## config.mk

```make
export PLATFORM = sky130hd
export DESIGN_NAME = keypad_scanner
export DESIGN_NICKNAME = d
export VERILOG_FILES = /design/src/rtl/keypad_pkg.sv /design/src/rtl/key_debounce_cell.sv /design/src/rtl/keypad_scanner.sv
export SDC_FILE = /design/constraint.sdc
export NUM_CORES = 1
export LEC_CHECK = 0
export CORE_MARGIN = 3
export CORE_UTILIZATION = 45
export DETAILED_ROUTE_END_ITERATION = 8
export PLACE_DENSITY = 0.66
export SYNTH_ARGS = -nofsm -noshare
export SYNTH_HDL_FRONTEND = slang
export SYNTH_SLANG_ARGS = --single-unit
```

## constraint.sdc

```tcl
create_clock -name Clock -period 2.95 [get_ports Clock]
set_input_delay 0.59 -clock Clock [delete_from_list [all_inputs] [get_ports Clock]]
set_output_delay 0.59 -clock Clock [all_outputs]
set_load 0.05 [all_outputs]
```

## src/rtl/keypad_pkg.sv

```systemverilog
// keypad_pkg: shared types and constants for the matrix keypad scanner.
//   key_event_t  - one press/release/repeat event as held in the output slot
//   code_w()     - width of a key index for a ROWS x COLS matrix
//   ROW_N_RESET  - active-low row strobe pattern after reset (row 0 driven)
package keypad_pkg;

    // Widest key index the event struct can carry (up to 256 keys).
    localparam int CODE_MAX_W = 8;
    localparam int ROWS_MAX   = 32;

    localparam logic [ROWS_MAX-1:0] ROW_N_RESET = {{(ROWS_MAX-1){1'b1}}, 1'b0};

    typedef struct packed {
        logic [CODE_MAX_W-1:0] code;
        logic                  press;
        logic                  is_repeat;
    } key_event_t;

    function automatic int code_w(input int rows, input int cols);
        return (rows * cols > 1) ? $clog2(rows * cols) : 1;
    endfunction

endpackage

```

## src/rtl/key_debounce_cell.sv

```systemverilog
// key_debounce_cell: debounced state and disagreement counter for one key.
//   Clock, Reset - clock and synchronous active-high reset
//   sample       - this key's row is being sampled this cycle
//   raw          - synchronized raw key value (1 = pressed)
//   commit       - arbiter grant: toggle the debounced state now
//   state        - debounced key state
//   cand         - key has seen DEB_SCANS consecutive disagreeing samples
import keypad_pkg::*;

module key_debounce_cell #(
    parameter int DEB_SCANS = 4
) (
    input  logic Clock,
    input  logic Reset,
    input  logic sample,
    input  logic raw,
    input  logic commit,
    output logic state,
    output logic cand
);

    localparam int            CW   = (DEB_SCANS > 1) ? $clog2(DEB_SCANS) : 1;
    localparam logic [CW-1:0] CMAX = CW'(DEB_SCANS - 1);

    logic [CW-1:0] cnt;

    assign cand = sample && (raw != state) && (cnt == CMAX);

    // A candidate that is not granted keeps its counter saturated so it
    // retries on the next sample of this row.
    always_ff @(posedge Clock) begin
        if (Reset) begin
            state <= 1'b0;
            cnt   <= '0;
        end else if (sample) begin
            if (raw == state) begin
                cnt <= '0;
            end else if (cnt != CMAX) begin
                cnt <= cnt + 1'b1;
            end else if (commit) begin
                state <= ~state;
                cnt   <= '0;
            end
        end
    end

endmodule

```

## src/rtl/keypad_scanner.sv

```systemverilog
// keypad_scanner: row-strobed matrix keypad scanner with per-key debounce and
// a single-entry valid/ready event slot.
//   Clock, Reset - clock and synchronous active-high reset
//   row_n        - active-low row strobe, one row low at a time
//   col_n        - asynchronous active-low column sense
//   key_valid    - event slot holds an event
//   key_ready    - consumer accepts the event
//   key_code     - key index row*COLS+col
//   key_press    - 1 = press, 0 = release
//   key_repeat   - event is an auto-repeat
//   pressed      - debounced state of every key
// Optional feature macro: KEYPAD_REPEAT_EN (auto-repeat of the last pressed key).
module keypad_scanner import keypad_pkg::*; #(
    parameter int ROWS         = 4,
    parameter int COLS         = 4,
    parameter int SCAN_DIV     = 25000,
    parameter int DEB_SCANS    = 4,
    parameter int REPEAT_DELAY = 32,
    parameter int REPEAT_RATE  = 8
) (
    input  logic                          Clock,
    input  logic                          Reset,
    output logic [ROWS-1:0]               row_n,
    input  logic [COLS-1:0]               col_n,
    output logic                          key_valid,
    input  logic                          key_ready,
    output logic [code_w(ROWS,COLS)-1:0]  key_code,
    output logic                          key_press,
    output logic                          key_repeat,
    output logic [ROWS*COLS-1:0]          pressed
);

    localparam int            NKEYS      = ROWS * COLS;
    localparam int            CW         = code_w(ROWS, COLS);
    localparam int            RW         = (ROWS > 1) ? $clog2(ROWS) : 1;
    localparam int            SW         = (SCAN_DIV > 1) ? $clog2(SCAN_DIV) : 1;
    localparam logic [SW-1:0] DWELL_LOAD = SW'(SCAN_DIV - 1);
    localparam logic [RW-1:0] LAST_ROW   = RW'(ROWS - 1);

    typedef enum logic {SLOT_EMPTY, SLOT_FULL} slot_state_t;

    // ---------------- column synchronizer ----------------
    logic [COLS-1:0] col_meta, col_sync;

    always_ff @(posedge Clock) begin
        if (Reset) begin
            col_meta <= '1;
            col_sync <= '1;
        end else begin
            col_meta <= col_n;
            col_sync <= col_meta;
        end
    end

    // ---------------- scan sequencer ----------------
    logic [RW-1:0]   row_idx, row_idx_d;
    logic [SW-1:0]   dwell, dwell_d;
    logic [ROWS-1:0] row_n_q, row_n_d;
    logic            sample;

    always_ff @(posedge Clock) begin
        if (Reset) begin
            row_idx <= '0;
            dwell   <= DWELL_LOAD;
            row_n_q <= ROW_N_RESET[ROWS-1:0];
        end else begin
            row_idx <= row_idx_d;
            dwell   <= dwell_d;
            row_n_q <= row_n_d;
        end
    end

    always_comb begin
        row_idx_d = row_idx;
        dwell_d   = dwell - 1'b1;
        row_n_d   = row_n_q;
        if (dwell == '0) begin
            dwell_d   = DWELL_LOAD;
            row_idx_d = (row_idx == LAST_ROW) ? '0 : row_idx + 1'b1;
            row_n_d   = ~(ROWS'(1) << row_idx_d);
        end
    end

    always_comb begin
        sample = (dwell == '0);
        row_n  = row_n_q;
    end

    // ---------------- debounce array ----------------
    logic [NKEYS-1:0] cand, grant;

    for (genvar r = 0; r < ROWS; r++) begin : g_row
        for (genvar c = 0; c < COLS; c++) begin : g_col
            key_debounce_cell #(.DEB_SCANS(DEB_SCANS)) u_cell (
                .Clock  (Clock),
                .Reset  (Reset),
                .sample (sample && (row_idx == RW'(r))),
                .raw    (~col_sync[c]),
                .commit (grant[r*COLS+c]),
                .state  (pressed[r*COLS+c]),
                .cand   (cand[r*COLS+c])
            );
        end
    end

    // ---------------- commit arbiter ----------------
    // Only the sampled row can raise candidates, so the lowest index is the
    // lowest column.
    slot_state_t   slot_q, slot_d;
    logic          slot_free;
    logic          commit;
    logic          found;
    logic [CW-1:0] win_code;
    logic          win_press;

    always_comb begin
        grant     = '0;
        found     = 1'b0;
        win_code  = '0;
        win_press = 1'b0;
        for (int unsigned k = 0; k < NKEYS; k++) begin
            if (cand[k] && !found) begin
                found     = 1'b1;
                grant[k]  = slot_free;
                win_code  = CW'(k);
                win_press = ~pressed[k];
            end
        end
        commit = found && slot_free;
    end

    // ---------------- auto-repeat ----------------
    logic          rep_fire;
    logic [CW-1:0] rep_key;

`ifdef KEYPAD_REPEAT_EN
    localparam int RCW = 16;

    logic           frame_end;
    logic           rep_active, rep_first, rep_due;
    logic [RCW-1:0] rep_cnt;

    always_comb begin
        frame_end = sample && (row_idx == LAST_ROW);
        rep_due   = (rep_cnt == (rep_first ? RCW'(REPEAT_DELAY - 1) : RCW'(REPEAT_RATE - 1)));
        rep_fire  = frame_end && rep_active && rep_due && slot_free && !commit;
    end

    // A skipped attempt still consumes its period so repeats never queue up.
    always_ff @(posedge Clock) begin
        if (Reset) begin
            rep_active <= 1'b0;
            rep_first  <= 1'b1;
            rep_cnt    <= '0;
            rep_key    <= '0;
        end else if (commit && win_press) begin
            rep_active <= 1'b1;
            rep_first  <= 1'b1;
            rep_cnt    <= '0;
            rep_key    <= win_code;
        end else begin
            if (commit && (win_code == rep_key)) begin
                rep_active <= 1'b0;
            end
            if (frame_end && rep_active) begin
                if (rep_due) begin
                    rep_cnt   <= '0;
                    rep_first <= 1'b0;
                end else begin
                    rep_cnt <= rep_cnt + 1'b1;
                end
            end
        end
    end
`else
    assign rep_fire = 1'b0;
    assign rep_key  = '0;
`endif

    // ---------------- output slot ----------------
    key_event_t ev_q, ev_d;
    logic       load, accept;

    always_ff @(posedge Clock) begin
        if (Reset) begin
            slot_q <= SLOT_EMPTY;
            ev_q   <= '0;
        end else begin
            slot_q <= slot_d;
            if (load) begin
                ev_q <= ev_d;
            end
        end
    end

    always_comb begin
        accept    = (slot_q == SLOT_FULL) && key_ready;
        slot_free = (slot_q == SLOT_EMPTY) || key_ready;
        load      = commit || rep_fire;
        slot_d    = slot_q;
        if (load) begin
            slot_d = SLOT_FULL;
        end else if (accept) begin
            slot_d = SLOT_EMPTY;
        end
        if (commit) begin
            ev_d = '{code: CODE_MAX_W'(win_code), press: win_press, is_repeat: 1'b0};
        end else begin
            ev_d = '{code: CODE_MAX_W'(rep_key), press: 1'b1, is_repeat: 1'b1};
        end
    end

    always_comb begin
        key_valid  = (slot_q == SLOT_FULL);
        key_code   = CW'(ev_q.code);
        key_press  = ev_q.press;
        key_repeat = ev_q.is_repeat;
    end

endmodule

```

==> results.txt <==
Worst-path clk slew = 0.10 ns
register area share after synthesis = 35.7%
CTS tree = yes
Via Count = 4246
top post-synthesis cells by area = dfxtp_1 (36%), ha_1 (6.2%), xnor2_1 (5.8%)
CP Buf/Inv Count = 1
first-pass GRT wire length = 19700 um
Tcrit/Tclk final = 94.4%
# fillers = 960
final wirelength = 12000 um
Netlist Area Pre-Place = 0.00466 mm^2
Max-Cap Viols = 0
largest net degree at the start of global routing = 52
Cells after DPL = 726
Hold Slack = 0.431 ns
Max transition margin = 42.3%
ANT cells = 0
DRT iter0 DRCs = 305
CP max FO = 7
Pwr Density = 377 mW/mm^2
Slew Limit Fails = 0
Cell Chain, Critical Path = buf_4, xnor2_1, a22o_1, o21a_1, or4_4, o31a_1, or3_1, a21oi_1
worst hold path type = reg -> reg
Syn Inst Count = 567
drt drc = 0
Setup Buffers After CTS = 0
Port Buf Inserts = 32
share of the synthesized area in the top cell type = 35.7%
DP HPWL = 8980 um
setup violation total in the final timing report = 0
Worst VDD drop = 227 uV
Clock Tree Buf Depth = 2
Routed WL per cell = 16.2 um
ys flop type = dfxtp_1
Static Leakage = 1.96 nW
async set-or-reset flop fraction in the synthesized netlist = 0%
CP Launch Type = flop
Worst Reg-to-Reg Cells = 8
Seq cells post-synth = 83
final core utilization = 54.2%
Synth Area per Inst = 8.21 um^2
Die Area = 0.0116 mm^2
R2R setup slack = 0.16 ns
Worst Path Required = 3.24 ns
CP top delay family = compound AO/OA/AOI/OAI gates
Placed Instance Area = 0.00517 mm^2
CTS Hold Buffers Added = 0
CTS root buffer = clkbuf_8
status = finished clean
cell depth of the worst setup path = 8
Final nets = 634
IO Pins = 34
DR vias/cell = 5.72
final non-filler cell total = 742
Core Box Area = 0.00991 mm^2
Final Hold Vio Count = 0
Starting Density = 47.0%
Yosys Warn Count = 0
worst r2r src = col_sync[0]
H-tree levels = 3
final clock skew = 0.0111 ns
vias in the first global route = 3955
initial antenna violation count = 0
share of layout cells above drive strength 1 = 12.8%
largest incremental delay on the critical path = 0.59 ns
Die Ht = 108 um
Worst-Margin Slew = 0.865 ns
GRT Util Overall = 21.2%
min Tclk post-route = 2.79 ns
GRT overflow = 0
Slowest-stage cell, CP = or4_4
Critical Path AT = 3.08 ns
syn nets = 597
Yosys cell types = 62
fmax = 359 MHz
area delta synth->final = 15.4%
die width = 108 um
Pre-antenna DRT Iters = 6
Worst Setup EP = g_row[3].g_col[3].u_cell.cnt[1]
post-route cell area = 0.00538 mm^2
worst setup path start = col_sync[0]
CTS sink count = 83
Crit Path Class = reg -> reg
EDFF count, synth = 0
largest area contributor in the netlist = dfxtp_1
FF-to-FF End = g_row[3].g_col[3].u_cell.cnt[1]
worst skew pair latency = 0.37 ns
crit end category = flop
Routed Antenna Nets = 0
cts bufs inserted = 9
GP Congestion = 0.909
Core Rows = 36
==> layout by cell type, fill, tap and decap left out, types with 4 or more instances in the layout <==
cell type        count
dfxtp_1             83
nand2_1             64
nor2_1              58
a21oi_1             41
buf_4               32
clkdlybuf4s50_1     31
xnor2_1             30
o21ai_0             28
ha_1                23
nand3_1             17
nor3_1              13
or2_2               12
inv_1                9
nor4_1               9
a31oi_1              9
clkbuf_8             9
xor2_1               8
nand2b_1             7
nand4_1              7
a211oi_1             7
and2_1               7
mux2i_1              7
nor4b_1              7
and3_1               6
or3_1                6
a22oi_1              5
or4b_2               5
nor2b_1              4
o21bai_1             4
nor3b_1              4
==> where the power goes <==
group	total [mW]	switching [mW]	internal, mW
logic	0.0741	0.0463	0.0279
clock network	0.817	0.488	0.329
registers	1.14	0.00811	1.13
==> layer usage <==
metal	vias to the layer above	routed length, um	global-route usage [%]
met5	-	0	0
met4	0	233	8.12
met3	24	661	2.88
met2	128	5600	34.9
met1	2000	5530	28.3
li1	2094	-	-
==> kinds of logic (layout without fill, tap and decap cells) <==
family | after synthesis | in the layout | share of synthesized area [%]
compound gates | 130 | 130 | 17.9
xor+xnor | 40 | 40 | 7.68
fa+ha+maj | 23 | 23 | 6.18
buf+inv | 47 | 89 | 5.29
flops | 83 | 83 | 35.7
mux | 7 | 7 | 1.50
other cells | 1 | 1 | 0.0805
simple gates | 236 | 236 | 25.7
==> state kept, by name (all words and copies together) (netlist names) <==
name	flops
g_row.g_col.u_cell.state	16
key_code	4
dwell	15
key_press	1
g_row.g_col.u_cell.cnt	32
col_meta	4
row_idx	2
row_n	4
col_sync	4
key_valid	1
==> cell type report <==
| type | count | area, um^2 | share of cell area (%) |
|---|---|---|---|
| inverters | 9 | 33.8 | 0.628 |
| clock buffers | 9 | 124 | 2.30 |
| well taps | 133 | 166 | 3.10 |
| flip-flops and latches | 83 | 1660 | 30.9 |
| repair buffers | 64 | 556 | 10.3 |
| clock inverters | 7 | 66.3 | 1.23 |
| multi-input cells | 437 | 2770 | 51.5 |
==> cells in the mapped netlist, types with 8 or more instances <==
cell / instances
o21ai_0: 28
xor2_1: 8
ha_1: 23
a21oi_1: 41
nand2_1: 64
clkbuf_1: 18
dfxtp_1: 83
nor2_1: 58
a31oi_1: 9
inv_1: 9
nand3_1: 17
or2_2: 12
a211oi_1: 8
nor4_1: 10
xnor2_1: 31
nor3_1: 13
buf_4: 18
==> through the flow <==
step / setup TNS [ns] / setup WS [ns] / total power, mW
final: 0 / 0.165 / 2.03
after global routing: -0.000829 / -0.000829 / 2.10
after CTS: 0 / 0.179 / 2.05
after detailed placement: 0 / 0.215 / 1.24
after global placement: 0 / 0.269 / 1.24
after floorplan: 0 / 0.00899 / 1.21
==> worst reg2reg max path, cell delays in order, from the launching register on <==
cell and delay [ns]:
dfxtp_1 0.40, buf_4 0.20, xnor2_1 0.15, a22o_1 0.25
o21a_1 0.29, or4_4 0.59, o31a_1 0.34, or3_1 0.36
a21oi_1 0.15
==> worst min-delay path by stage <==
stage / from / endpoint / slack, ns / cells past startpoint
after global placement: dwell[0] / dwell[0] / 0.40 / 1
after floorplan: dwell[0] / dwell[0] / 0.38 / 1
after detailed placement: col_meta[3] / col_sync[3] / 0.40 / 1
after global routing: col_meta[3] / col_sync[3] / 0.45 / 1
final: dwell[0] / dwell[0] / 0.43 / 1
after CTS: dwell[0] / dwell[0] / 0.43 / 1
==> timing repair <==
action,CTS,global route
setup endpoints to repair,0,5
gates resized for setup,0,3
endpoints found under the hold margin,0,0
Power figures use the tool's default switching activity.
